==> src/rtl/lsu_pkg.sv <==
// lsu_pkg: shared definitions for the load/store initiator.
//   - RV32 funct3 encodings for loads and stores
//   - FSM state enum
//   - captured-op struct
//   - helpers: byte-enable mask, funct3 legality, alignment check
package lsu_pkg;

  localparam logic [2:0] F3_LB  = 3'b000;
  localparam logic [2:0] F3_LH  = 3'b001;
  localparam logic [2:0] F3_LW  = 3'b010;
  localparam logic [2:0] F3_LBU = 3'b100;
  localparam logic [2:0] F3_LHU = 3'b101;
  localparam logic [2:0] F3_SB  = 3'b000;
  localparam logic [2:0] F3_SH  = 3'b001;
  localparam logic [2:0] F3_SW  = 3'b010;

  typedef enum logic [1:0] {
    IDLE = 2'd0,
    REQ  = 2'd1,
    RSP  = 2'd2,
    DONE = 2'd3
  } lsu_state_e;

  // Everything the response path needs to remember about the op in flight.
  typedef struct packed {
    logic       is_load;
    logic [2:0] funct3;
    logic [1:0] off;
  } lsu_op_t;

  // Byte enables for a store of the given size at byte offset off.
  // funct3[1:0] carries the size (00 byte, 01 half, 10 word).
  function automatic logic [3:0] byte_mask(input logic [2:0] f3, input logic [1:0] off);
    case (f3[1:0])
      2'b00:   byte_mask = 4'b0001 << off;
      2'b01:   byte_mask = 4'b0011 << off;
      default: byte_mask = 4'b1111;
    endcase
  endfunction

  // Loads accept LB/LH/LW/LBU/LHU; stores accept only SB/SH/SW.
  function automatic logic f3_illegal(input logic is_store, input logic [2:0] f3);
    if (is_store) f3_illegal = (f3 != F3_SB) && (f3 != F3_SH) && (f3 != F3_SW);
    else          f3_illegal = (f3 == 3'b011) || (f3 == 3'b110) || (f3 == 3'b111);
  endfunction

  function automatic logic misaligned(input logic [2:0] f3, input logic [1:0] off);
    case (f3[1:0])
      2'b01:   misaligned = off[0];
      2'b10:   misaligned = |off;
      default: misaligned = 1'b0;
    endcase
  endfunction

endpackage

==> src/rtl/lsu_lane_align.sv <==
// lsu_lane_align: combinational byte-lane steering for both directions.
//   funct3, off : op size/sign and byte offset within the word
//   st_data     : LSB-aligned store data  -> wmask / wdata (lane-shifted)
//   ld_word     : full read word          -> ld_data (shifted down, extended)
module lsu_lane_align
  import lsu_pkg::*;
(
  input  logic [2:0]  funct3,
  input  logic [1:0]  off,
  input  logic [31:0] st_data,
  input  logic [31:0] ld_word,
  output logic [3:0]  wmask,
  output logic [31:0] wdata,
  output logic [31:0] ld_data
);

  logic [31:0] ld_sh;

  assign wmask = byte_mask(funct3, off);
  assign wdata = st_data << {off, 3'b000};
  assign ld_sh = ld_word >> {off, 3'b000};

  always_comb begin
    ld_data = ld_sh;
    case (funct3)
      F3_LB:   ld_data = {{24{ld_sh[7]}}, ld_sh[7:0]};
      F3_LH:   ld_data = {{16{ld_sh[15]}}, ld_sh[15:0]};
      F3_LBU:  ld_data = {24'h0, ld_sh[7:0]};
      F3_LHU:  ld_data = {16'h0, ld_sh[15:0]};
      default: ld_data = ld_sh;
    endcase
  end

endmodule

==> src/rtl/lsu_mem_initiator.sv <==
// lsu_mem_initiator: single-outstanding load/store initiator toward the data SRAM.
//   EXU side : in_valid/in_ready, in_is_load, in_is_store, in_funct3, in_addr, in_wdata
//   WBU side : out_valid/out_ready, out_rdata, out_fault
//   Memory   : mem_req_* (valid/ready, we, word addr, wmask, wdata),
//              mem_rsp_* (valid/ready, rdata)
// One op at a time: IDLE -> (REQ -> RSP ->) DONE -> IDLE. Decode faults and
// non-memory ops skip straight to DONE. A response timeout reports a fault and
// leaves drop_pending set so the late reply is swallowed before the next op.
module lsu_mem_initiator
  import lsu_pkg::*;
#(
  parameter int ADDR_W  = 32,
  parameter int TIMEOUT = 255
) (
  input  logic              clock,
  input  logic              reset,
  input  logic              in_valid,
  output logic              in_ready,
  input  logic              in_is_load,
  input  logic              in_is_store,
  input  logic [2:0]        in_funct3,
  input  logic [ADDR_W-1:0] in_addr,
  input  logic [31:0]       in_wdata,
  output logic              out_valid,
  input  logic              out_ready,
  output logic [31:0]       out_rdata,
  output logic              out_fault,
  output logic              mem_req_valid,
  input  logic              mem_req_ready,
  output logic              mem_req_we,
  output logic [ADDR_W-1:0] mem_req_addr,
  output logic [3:0]        mem_req_wmask,
  output logic [31:0]       mem_req_wdata,
  input  logic              mem_rsp_valid,
  output logic              mem_rsp_ready,
  input  logic [31:0]       mem_rsp_rdata
);

  localparam int TW = (TIMEOUT < 1) ? 1 : $clog2(TIMEOUT + 1);
  localparam logic [TW:0] TMAX = TIMEOUT[TW:0];

  lsu_state_e  state;
  logic        drop_pending;
  logic [TW-1:0] timer;
  logic [TW:0] timer_nx;
  lsu_op_t     op;

  logic        cap, is_mem, bad;
  logic [2:0]  al_f3;
  logic [1:0]  al_off;
  logic [3:0]  al_wmask;
  logic [31:0] al_wdata, al_ld;

  assign in_ready      = (state == IDLE) && !drop_pending;
  assign out_valid     = (state == DONE);
  assign mem_req_valid = (state == REQ);
  assign mem_rsp_ready = (state == RSP) || drop_pending;

  assign cap    = in_valid && in_ready;
  assign is_mem = in_is_load || in_is_store;
  assign bad    = f3_illegal(in_is_store, in_funct3) || misaligned(in_funct3, in_addr[1:0]);

  // Store steering is only needed at capture (IDLE) and load steering only in
  // RSP, so one aligner serves both by muxing its op fields on state.
  assign al_f3  = (state == IDLE) ? in_funct3    : op.funct3;
  assign al_off = (state == IDLE) ? in_addr[1:0] : op.off;

  lsu_lane_align u_align (
    .funct3  (al_f3),
    .off     (al_off),
    .st_data (in_wdata),
    .ld_word (mem_rsp_rdata),
    .wmask   (al_wmask),
    .wdata   (al_wdata),
    .ld_data (al_ld)
  );

  // timer_nx is one bit wider so the TIMEOUT compare never wraps.
  assign timer_nx = {1'b0, timer} + 1'b1;

  always_ff @(posedge clock or negedge reset) begin
    if (!reset) begin
      state         <= IDLE;
      drop_pending  <= 1'b0;
      timer         <= '0;
      op            <= '0;
      out_rdata     <= '0;
      out_fault     <= 1'b0;
      mem_req_we    <= 1'b0;
      mem_req_addr  <= '0;
      mem_req_wmask <= '0;
      mem_req_wdata <= '0;
    end else begin
      // Set only on leaving RSP, cleared only outside RSP: never both at once.
      if (drop_pending && mem_rsp_valid) drop_pending <= 1'b0;

      case (state)
        IDLE: begin
          if (cap) begin
            op <= '{is_load: in_is_load, funct3: in_funct3, off: in_addr[1:0]};
            if (!is_mem) begin
              state     <= DONE;
              out_rdata <= 32'(in_addr);
              out_fault <= 1'b0;
            end else if (bad) begin
              state     <= DONE;
              out_rdata <= '0;
              out_fault <= 1'b1;
            end else begin
              state         <= REQ;
              mem_req_we    <= in_is_store;
              mem_req_addr  <= {in_addr[ADDR_W-1:2], 2'b00};
              mem_req_wmask <= in_is_store ? al_wmask : 4'b0000;
              mem_req_wdata <= in_is_store ? al_wdata : 32'h0;
            end
          end
        end
        REQ: begin
          if (mem_req_ready) begin
            state <= RSP;
            timer <= '0;
          end
        end
        RSP: begin
          // A reply in the timeout cycle takes priority over the fault.
          if (mem_rsp_valid) begin
            state     <= DONE;
            out_rdata <= op.is_load ? al_ld : 32'h0;
            out_fault <= 1'b0;
          end else if ((TIMEOUT != 0) && (timer_nx == TMAX)) begin
            state        <= DONE;
            out_rdata    <= '0;
            out_fault    <= 1'b1;
            drop_pending <= 1'b1;
          end else begin
            timer <= timer_nx[TW-1:0];
          end
        end
        DONE: begin
          if (out_ready) state <= IDLE;
        end
        default: state <= IDLE;
      endcase
    end
  end

endmodule

==> config.mk <==
export PLATFORM = sky130hd
export DESIGN_NAME = lsu_mem_initiator
export DESIGN_NICKNAME = d
export VERILOG_FILES = /design/src/rtl/lsu_pkg.sv /design/src/rtl/lsu_lane_align.sv /design/src/rtl/lsu_mem_initiator.sv
export SDC_FILE = /design/constraint.sdc
export NUM_CORES = 1
export LEC_CHECK = 0
export ABC_AREA = 1
export CAP_MARGIN = 20
export CORE_AREA = 3 3 130 132
export CTS_CLUSTER_SIZE = 24
export DETAILED_ROUTE_END_ITERATION = 7
export DIE_AREA = 0 0 133 135
export PLACE_DENSITY = 0.76
export RECOVER_POWER = 25
export SETUP_SLACK_MARGIN = 0.1
export SLEW_MARGIN = 40
export SYNTH_ARGS = -nofsm -noshare
export SYNTH_HDL_FRONTEND = slang
export SYNTH_SLANG_ARGS = --single-unit
==> constraint.sdc <==
create_clock -name clock -period 2 [get_ports clock]
set_input_delay 0.6 -clock clock [delete_from_list [all_inputs] [get_ports clock]]
set_output_delay 0.6 -clock clock [all_outputs]
set_load 0.02 [all_outputs]
==> flow_summary.json, run 1 <==
{
  "layout-drive-gt1-share_pct": 25.3,
  "area_delta_synth_final_pct": 67.2,
  "r2r.worst_path.cells": 13,
  "synth-xor-area-share_pct": 0,
  "synthesis.area_um2": 6580,
  "synth_area_per_cell_um2": 7.19,
  "synthTopCellsByArea": "dfrtp_1 44%, nand2_1 23%, nand3_1 6.2%, o21ai_0 4.7%, inv_1 2.7%",
  "htree_num_levels": 4,
  "worst-endpoint-arrival_ns": 2.34,
  "final_design_area_no_fill_um2": 11000,
  "clkSinkCount": 117,
  "timing.final.crit_period_ns": 2.02,
  "dpl.hpwl_um": 16700,
  "grt_util_met3_pct": 5.29,
  "critPathMaxFanout": 8,
  "synthDominantAreaCellType": "dfrtp_1",
  "power_per_cell_area_nw_per_um2": 1640,
  "ys_ff_latch": 117,
  "timing.fmax_mhz": 495,
  "cts_tree": "yes",
  "setup_repair_after_global_routing_missed_its_margin": "yes",
  "fill_cells": 1233,
  "synth.area.mux_share_pct": 0.152,
  "critPathRequiredTime_ns": 2.32,
  "ant_nets": 0,
  "r2r_end": "out_rdata[9]$_DFFE_PN0P_",
  "global_route.usage.met2_pct": 41.5,
  "number_of_global_route_vias_before_repair": 7200,
  "yosysWarningCount": 0,
  "wl_per_cell_um": 17.8,
  "num_io_pins": 213,
  "initial_standard_cell_utilization_of_the_core_pct": 41.6,
  "status": "finished, violations left",
  "synthAdderAreaFrac_pct": 1.90,
  "route.detailed.vias_per_inst": 5.26,
  "root_buffer": "clkbuf_16",
  "grt_pass1_wl_um": 37700,
  "clk-insertion-delay-late_ns": 0.43,
  "crit_slowest_cell": "dfrtp_2",
  "holdCritPathClass": "in2async",
  "dp_cells": 1374,
  "worstReg2RegStart": "timer[0]$_DFFE_PN0P_",
  "core-area_um2": 15800,
  "cts_bufs_inserted": 17,
  "via_count": 7597,
  "largest_family_of_logic_cells_by_synthesized_area": "simple AND/OR/NAND/NOR gates",
  "setup_slack_of_the_critical_path_after_layout_ns": -0.0196,
  "part_of_the_yosys_area_used_for_sequential_elements_pct": 44.5,
  "report.final.slew_viol_count": 0,
  "place_area_um2": 9430,
  "slowest_delay_ns": 0.44,
  "drt_wirelength_um": 25700,
  "standard_cell_row_count": 46,
  "ys_dominant_reg_cell": "dfrtp_1",
  "setup-tns-final_ns": -0.0970,
  "design.final.nets": 1331,
  "dieHeight_um": 135,
  "die_width_um": 133,
  "gr-usage-all-layers_pct": 26.6,
  "critical-path-top-cell-by-count": "nand2_1",
  "place_congestion": 0.943,
  "n_antenna_cell": 0,
  "gr-total-overflow": 0,
  "drc": 0,
  "drt_first_pass_iters": 8,
  "worst_ir_drop_vdd_mv": 0.964,
  "clk_pin_slew_worst_paths_ns": 0.06,
  "period_share_pct": 101,
  "start_kind": "flop",
  "cellLeakagePower_nw": 5.72,
  "max_cap_viol_count": 0,
  "stdcell_count": 1443,
  "setup_slack_on_the_worst_flop_to_flop_path_ns": -0.02,
  "grt_start_max_net_pins": 34,
  "grt_antenna_before_repair": 0,
  "placement.io_buffers": 210,
  "finalClockSkew_ns": 0.0121,
  "drtIter0Drc": 762,
  "max-slew-margin-rel_pct": 13.4,
  "post-synth-top-area-fraction_pct": 44.5,
  "synth.lib_cells_used.distinct": 34,
  "worstMarginPinSlew_ns": 1.30,
  "final_core_utilization_pct": 69.5,
  "setup-violations-final": 10,
  "clock_tree.buffer_depth": 2,
  "worst-setup-path-type": "reg2reg",
  "worst_setup_path_end_kind": "flop",
  "post_synth_and_or_nand_nor_area_fraction_pct": 34.0,
  "asyncSetResetFlopFracSynth_pct": 100,
  "synth_enable_flop_cells": 0,
  "worst_path_cell_chain": "ha_4 > nand2_1 > nand2_1 > nor2_1 > nand2_1 > nor2_2 > nand3_1 > nand2_2 > nand3_4 > buf_12 > clkbuf_16 > nand2_2 > o21ai_1",
  "final-hold-violation-count": 0,
  "busiest_layer": "met2",
  "dieArea_um2": 18000,
  "groute.layer.met1.usage_pct": 37.3,
  "syn_inst_count": 916,
  "synth-compound-area-share_pct": 12.0,
  "failed_checks": "setup timing"
}
==> critical path, delay by kind of cell (launching register included) <==
kind	cells	cell delay (ns)
buffers and inverters	2	0.35
AND/OR/NAND/NOR	9	0.85
adder cells (fa/ha/maj)	1	0.19
AO/OA/AOI/OAI	1	0.05
flip-flops	1	0.44
==> repair_timing <==
action / 4_1_cts / 5_1_grt
setup buffers: 13 / 16
cloned: 5 / 7
pin swaps: 38 / 30
hold buffers: 0 / 0
endpoints found under the setup margin: 205 / 113
gates resized for setup: 241 / 124
==> report_power, final <==
| part | internal, mW | leakage [nW] | switching [mW] |
|---|---|---|---|
| Clock | 1.75 | 0.281 | 1.19 |
| Combinational | 4.80 | 3.91 | 6.50 |
| Sequential | 3.25 | 1.53 | 0.526 |
==> cell usage after synthesis (2+ instances only) <==
master    instances
a21boi_0          7
a21boi_1          2
a21oi_1          18
a22oi_1           7
buf_2            25
buf_4             9
buf_6             4
clkbuf_1         12
clkinv_1          2
dfrtp_1         117
ha_1             10
inv_1            48
inv_2             3
nand2_1         409
nand2_2           5
nand3_1          82
nand3_2           3
nand3_4           2
nand4_1           4
nor2_1           32
nor2_2            4
o211ai_1          5
o21ai_0          62
o21ai_1          18
o21ai_2           2
o21bai_1          2
o22ai_1           9
o31ai_1           7
==> logic make-up (layout without fill, tap and decap cells) <==
family / after synthesis / in the layout
muxes: 1 / 1
buffers and inverters: 104 / 414
AOI/OAI and AO/OA: 139 / 139
other: 1 / 2
and+or+nand+nor: 544 / 544
DFF: 117 / 117
adders and majority gates: 10 / 10
==> worst max-delay path by stage <==
stage	from	to	slack [ns]	depth (start not counted)
2_1_floorplan	in_funct3[0]	out_rdata[0]$_DFFE_PN0P_	0.08	12
3_3_place_gp	in_funct3[0]	mem_req_addr[25]$_DFFE_PN0P_	-0.59	12
3_5_place_dp	in_funct3[0]	mem_req_wdata[24]$_DFFE_PN0P_	-0.64	13
4_1_cts	timer[0]$_DFFE_PN0P_	out_rdata[14]$_DFFE_PN0P_	-0.03	12
5_1_grt	timer[0]$_DFFE_PN0P_	out_rdata[13]$_DFFE_PN0P_	-0.07	12
6_report	timer[0]$_DFFE_PN0P_	out_rdata[9]$_DFFE_PN0P_	-0.02	13
==> stage by stage <==
stage | hold slack, ns | worst slack (ns) | power, mW
floorplan | 0.304 | 0.0818 | 8.92
global placement | 0.453 | -0.590 | 12.8
detailed placement | 0.458 | -0.638 | 13.0
CTS | 0.0704 | -0.0314 | 16.4
global route | 0.483 | -0.0706 | 19.0
finish | 0.442 | -0.0196 | 18.0
==> layout make-up <==
class | count | area [um2] | share of cell area, %
inverter | 53 | 210 | 1.91
multi-input combinational | 696 | 3760 | 34.1
timing repair buffer | 328 | 3260 | 29.7
clock buffer | 18 | 439 | 3.99
timing repair inverter | 1 | 7.51 | 0.0682
sequential | 117 | 2930 | 26.6
tap | 216 | 270 | 2.46
clock inverter | 14 | 128 | 1.16
==> metal layers <==
metal	part of all wire, %	vias up
li1	-	3569
met4	2.5	0
met1	43	3573
met3	7.7	59
met2	47	396
met5	0	-
==> flip-flops by register name, summed over array words and instances (netlist names) <==
register and count:
mem_req_wdata 32, out_rdata 32, mem_req_addr 30, timer 8
op 6, mem_req_wmask 4, state 2, drop_pending 1
mem_req_we 1, out_fault 1
==> cell usage in the layout, fill, tap and decap left out, types with 24 or more instances in the layout <==
cell	n
buf_4	74
clkdlybuf4s50_1	98
dfrtp_1	114
dlygate4sd2_1	102
inv_1	39
nand2_1	338
nand2_2	57
nand3_1	75
nor2_1	24
o21ai_0	44
Note: power is estimated with default switching activity, not from simulation.
==> run 2, diff against run 1 <==
--- a/config.mk
+++ b/config.mk
@@ -8,6 +8,7 @@
 export ABC_AREA = 1
 export CAP_MARGIN = 20
 export CORE_AREA = 3 3 130 132
+export CTS_CLUSTER_DIAMETER = 80
 export CTS_CLUSTER_SIZE = 24
 export DETAILED_ROUTE_END_ITERATION = 7
 export DIE_AREA = 0 0 133 135
==> results of run 2 <==
No change in the layout: final DEF, timing and power equal those of run 1.
==> run 3, diff against run 2 <==
==> constraint.sdc (replaced) <==
create_clock -name clock -period 2 [get_ports clock]
set_input_delay 0.6 -clock clock [delete_from_list [all_inputs] [get_ports clock]]
set_output_delay 0.6 -clock clock [all_outputs]
set_load 0.05 [all_outputs]
==> run 3 against run 2 <==
Clock power is 7.8% higher. Critical path type is now reg2out. The run still ends with setup timing left. Critical endpoint is now in_ready. Die area did not move. Combinational power up 19%.
==> flow_summary.json, run 3 (same netlist as run 1, synthesis figures left out) <==
{
  "critPathRequiredTime_ns": 1.40,
  "worst-endpoint-arrival_ns": 1.43,
  "grt_pass1_wl_um": 38600,
  "route.detailed.vias_per_inst": 5.38,
  "drt_wirelength_um": 26800,
  "num_io_pins": 213,
  "cts_hold_repair.buffers": 0,
  "holdCritPathClass": "in2async",
  "setup_repair_after_global_routing_missed_its_margin": "yes",
  "cts_bufs_inserted": 17,
  "placement.setup.worst_slack_ns": -0.799,
  "place_congestion": 0.903,
  "worst_ir_drop_vdd_mv": 1.14,
  "timing.fmax_mhz": 492,
  "grt_start_max_net_pins": 68,
  "layout-drive-gt1-share_pct": 30.8,
  "cts_tree": "yes",
  "n_antenna_cell": 0,
  "period_share_pct": 102,
  "worstMarginPinSlew_ns": 1.27,
  "root_buffer": "clkbuf_16",
  "max_cap_viol_count": 0,
  "report.final.slew_viol_count": 0,
  "standard_cell_row_count": 46,
  "core-area_um2": 15800,
  "design.final.nets": 1334,
  "placement.io_buffers": 210,
  "grt_antenna_before_repair": 0,
  "htree_num_levels": 4,
  "final-hold-violation-count": 0,
  "dieHeight_um": 135,
  "clk_pin_slew_worst_paths_ns": 0.06,
  "crit_slowest_cell": "dfrtp_1",
  "start_kind": "flop",
  "power_per_cell_area_nw_per_um2": 1870,
  "final_core_utilization_pct": 69.2,
  "number_of_global_route_vias_before_repair": 7216,
  "area_delta_synth_final_pct": 66.5,
  "multi_input_comb_area_um2": 3660,
  "cellLeakagePower_nw": 5.49,
  "die_width_um": 133,
  "fill_cells": 1230,
  "critPathMaxFanout": 6,
  "setup_slack_of_the_critical_path_after_layout_ns": -0.0308,
  "clk-insertion-delay-late_ns": 0.43,
  "clkSinkCount": 117,
  "drtIter0Drc": 723,
  "status": "finished, violations left",
  "timing.final.crit_period_ns": 2.03,
  "failed_checks": "setup timing",
  "clock_tree.buffer_depth": 2,
  "wl_per_cell_um": 18.5,
  "worst_setup_path_end_kind": "output pin",
  "drt_first_pass_iters": 5,
  "gr-usage-all-layers_pct": 27.3,
  "largestRegisters": "mem_req_wdata: 32 flops, out_rdata: 32 flops, mem_req_addr: 30 flops",
  "gr-total-overflow": 0,
  "ant_nets": 0,
  "finalClockSkew_ns": 0.0154,
  "via_count": 7769,
  "worst-setup-path-type": "reg2out",
  "dieArea_um2": 18000,
  "max-slew-margin-rel_pct": 15.6,
  "layout.cells.most_common": "nand2_1",
  "drc": 0,
  "dpl.hpwl_um": 17000,
  "layout.cells.most_common_list": "366 x nand2_1, 177 x buf_4, 113 x dfrtp_1",
  "setup-violations-final": 2,
  "worst_path_cell_chain": "inv_2 > ha_4 > inv_8 > nor2_4 > buf_12",
  "slowest_delay_ns": 0.40,
  "initial_standard_cell_utilization_of_the_core_pct": 41.6,
  "layout.area.seq_um2": 2930
}
==> run 3: cell count changes in the layout (fill, tap and decap cells not counted), moves of 4 or more <==
cell,before,now
nand2_4,18,8
buf_4,74,177
buf_8,9,3
dlygate4sd2_1,102,2
buf_12,10,21
o21ai_2,14,10
nand2_2,57,37
nand2_1,338,366
buf_6,18,13
o22ai_1,4,8
==> run 3: timing repair <==
| action | 4_1_cts | 5_1_grt |
|---|---|---|
| pin swaps | 29 | 18 |
| cloned | 4 | 7 |
| setup endpoints to repair | 104 | 114 |
| resized for setup | 82 | 96 |
| buffers inserted | 16 | 10 |
| hold endpoints to repair | 0 | 0 |
==> run 3: cell type report <==
cell class,instances,area share [%]
multi-input cells,696,33.4
clock buffers,20,4.17
flip-flops and latches,117,26.8
inverters,53,2.02
clock inverters,11,1.38
well taps,216,2.47
repair buffers,332,29.8
==> run 3: final timing paths <==
path                                               from                           end  slack, ns  depth (start not counted)
max in group asynchronous                         reset  mem_req_addr[16]$_DFFE_PN0P_       0.68                          2
hold / removal                                    reset     out_rdata[29]$_DFFE_PN0P_       0.46                          2
setup reg to reg                   timer[0]$_DFFE_PN0P_     out_rdata[28]$_DFFE_PN0P_       0.01                         13
min in group clock         mem_req_addr[20]$_DFFE_PN0P_  mem_req_addr[20]$_DFFE_PN0P_       0.48                          2
hold reg to reg            mem_req_addr[20]$_DFFE_PN0P_  mem_req_addr[20]$_DFFE_PN0P_       0.48                          2
setup / recovery                   state[1]$_DFFE_PN0P_                      in_ready      -0.03                          5
==> run 3: report_power, final <==
part	switching (mW)	internal [mW]	total, mW
Combinational	8.31	5.17	13.5
Sequential	0.610	3.25	3.86
Clock	1.15	2.02	3.17
==> run 3: through the flow <==
step | hold WS [ns] | TNS [ns] | instance area, um2 | total power [mW] | instances
CTS | 0.177 | -0.0389 | 10400 | 19.0 | 1428
global route | 0.507 | -1.17 | 11000 | 21.5 | 1445
finish | 0.457 | -0.0406 | 11000 | 20.5 | 1445
floorplan | 0.304 | 0 | 6640 | 10.9 | 917
detailed placement | 0.464 | -69.35 | 9350 | 15.1 | 1377
global placement | 0.456 | -61.41 | 9350 | 14.9 | 1377
==> run 3: metal layers <==
metal  GRT usage [%]  wire length [um]  up-vias
li1                -                 -     3571
met4            10.9              1140        0
met1            35.1             10400     3640
met5               0                 0        -
met3            5.92              2420       95
met2            44.9             12800      463
==> run 3: worst max-delay path: cells and delay by family (launching register included) <==
family        cells  cell delay (ns)
flops             1             0.40
buf+inv           3             0.29
fa+ha+maj         1             0.19
simple gates      1             0.12
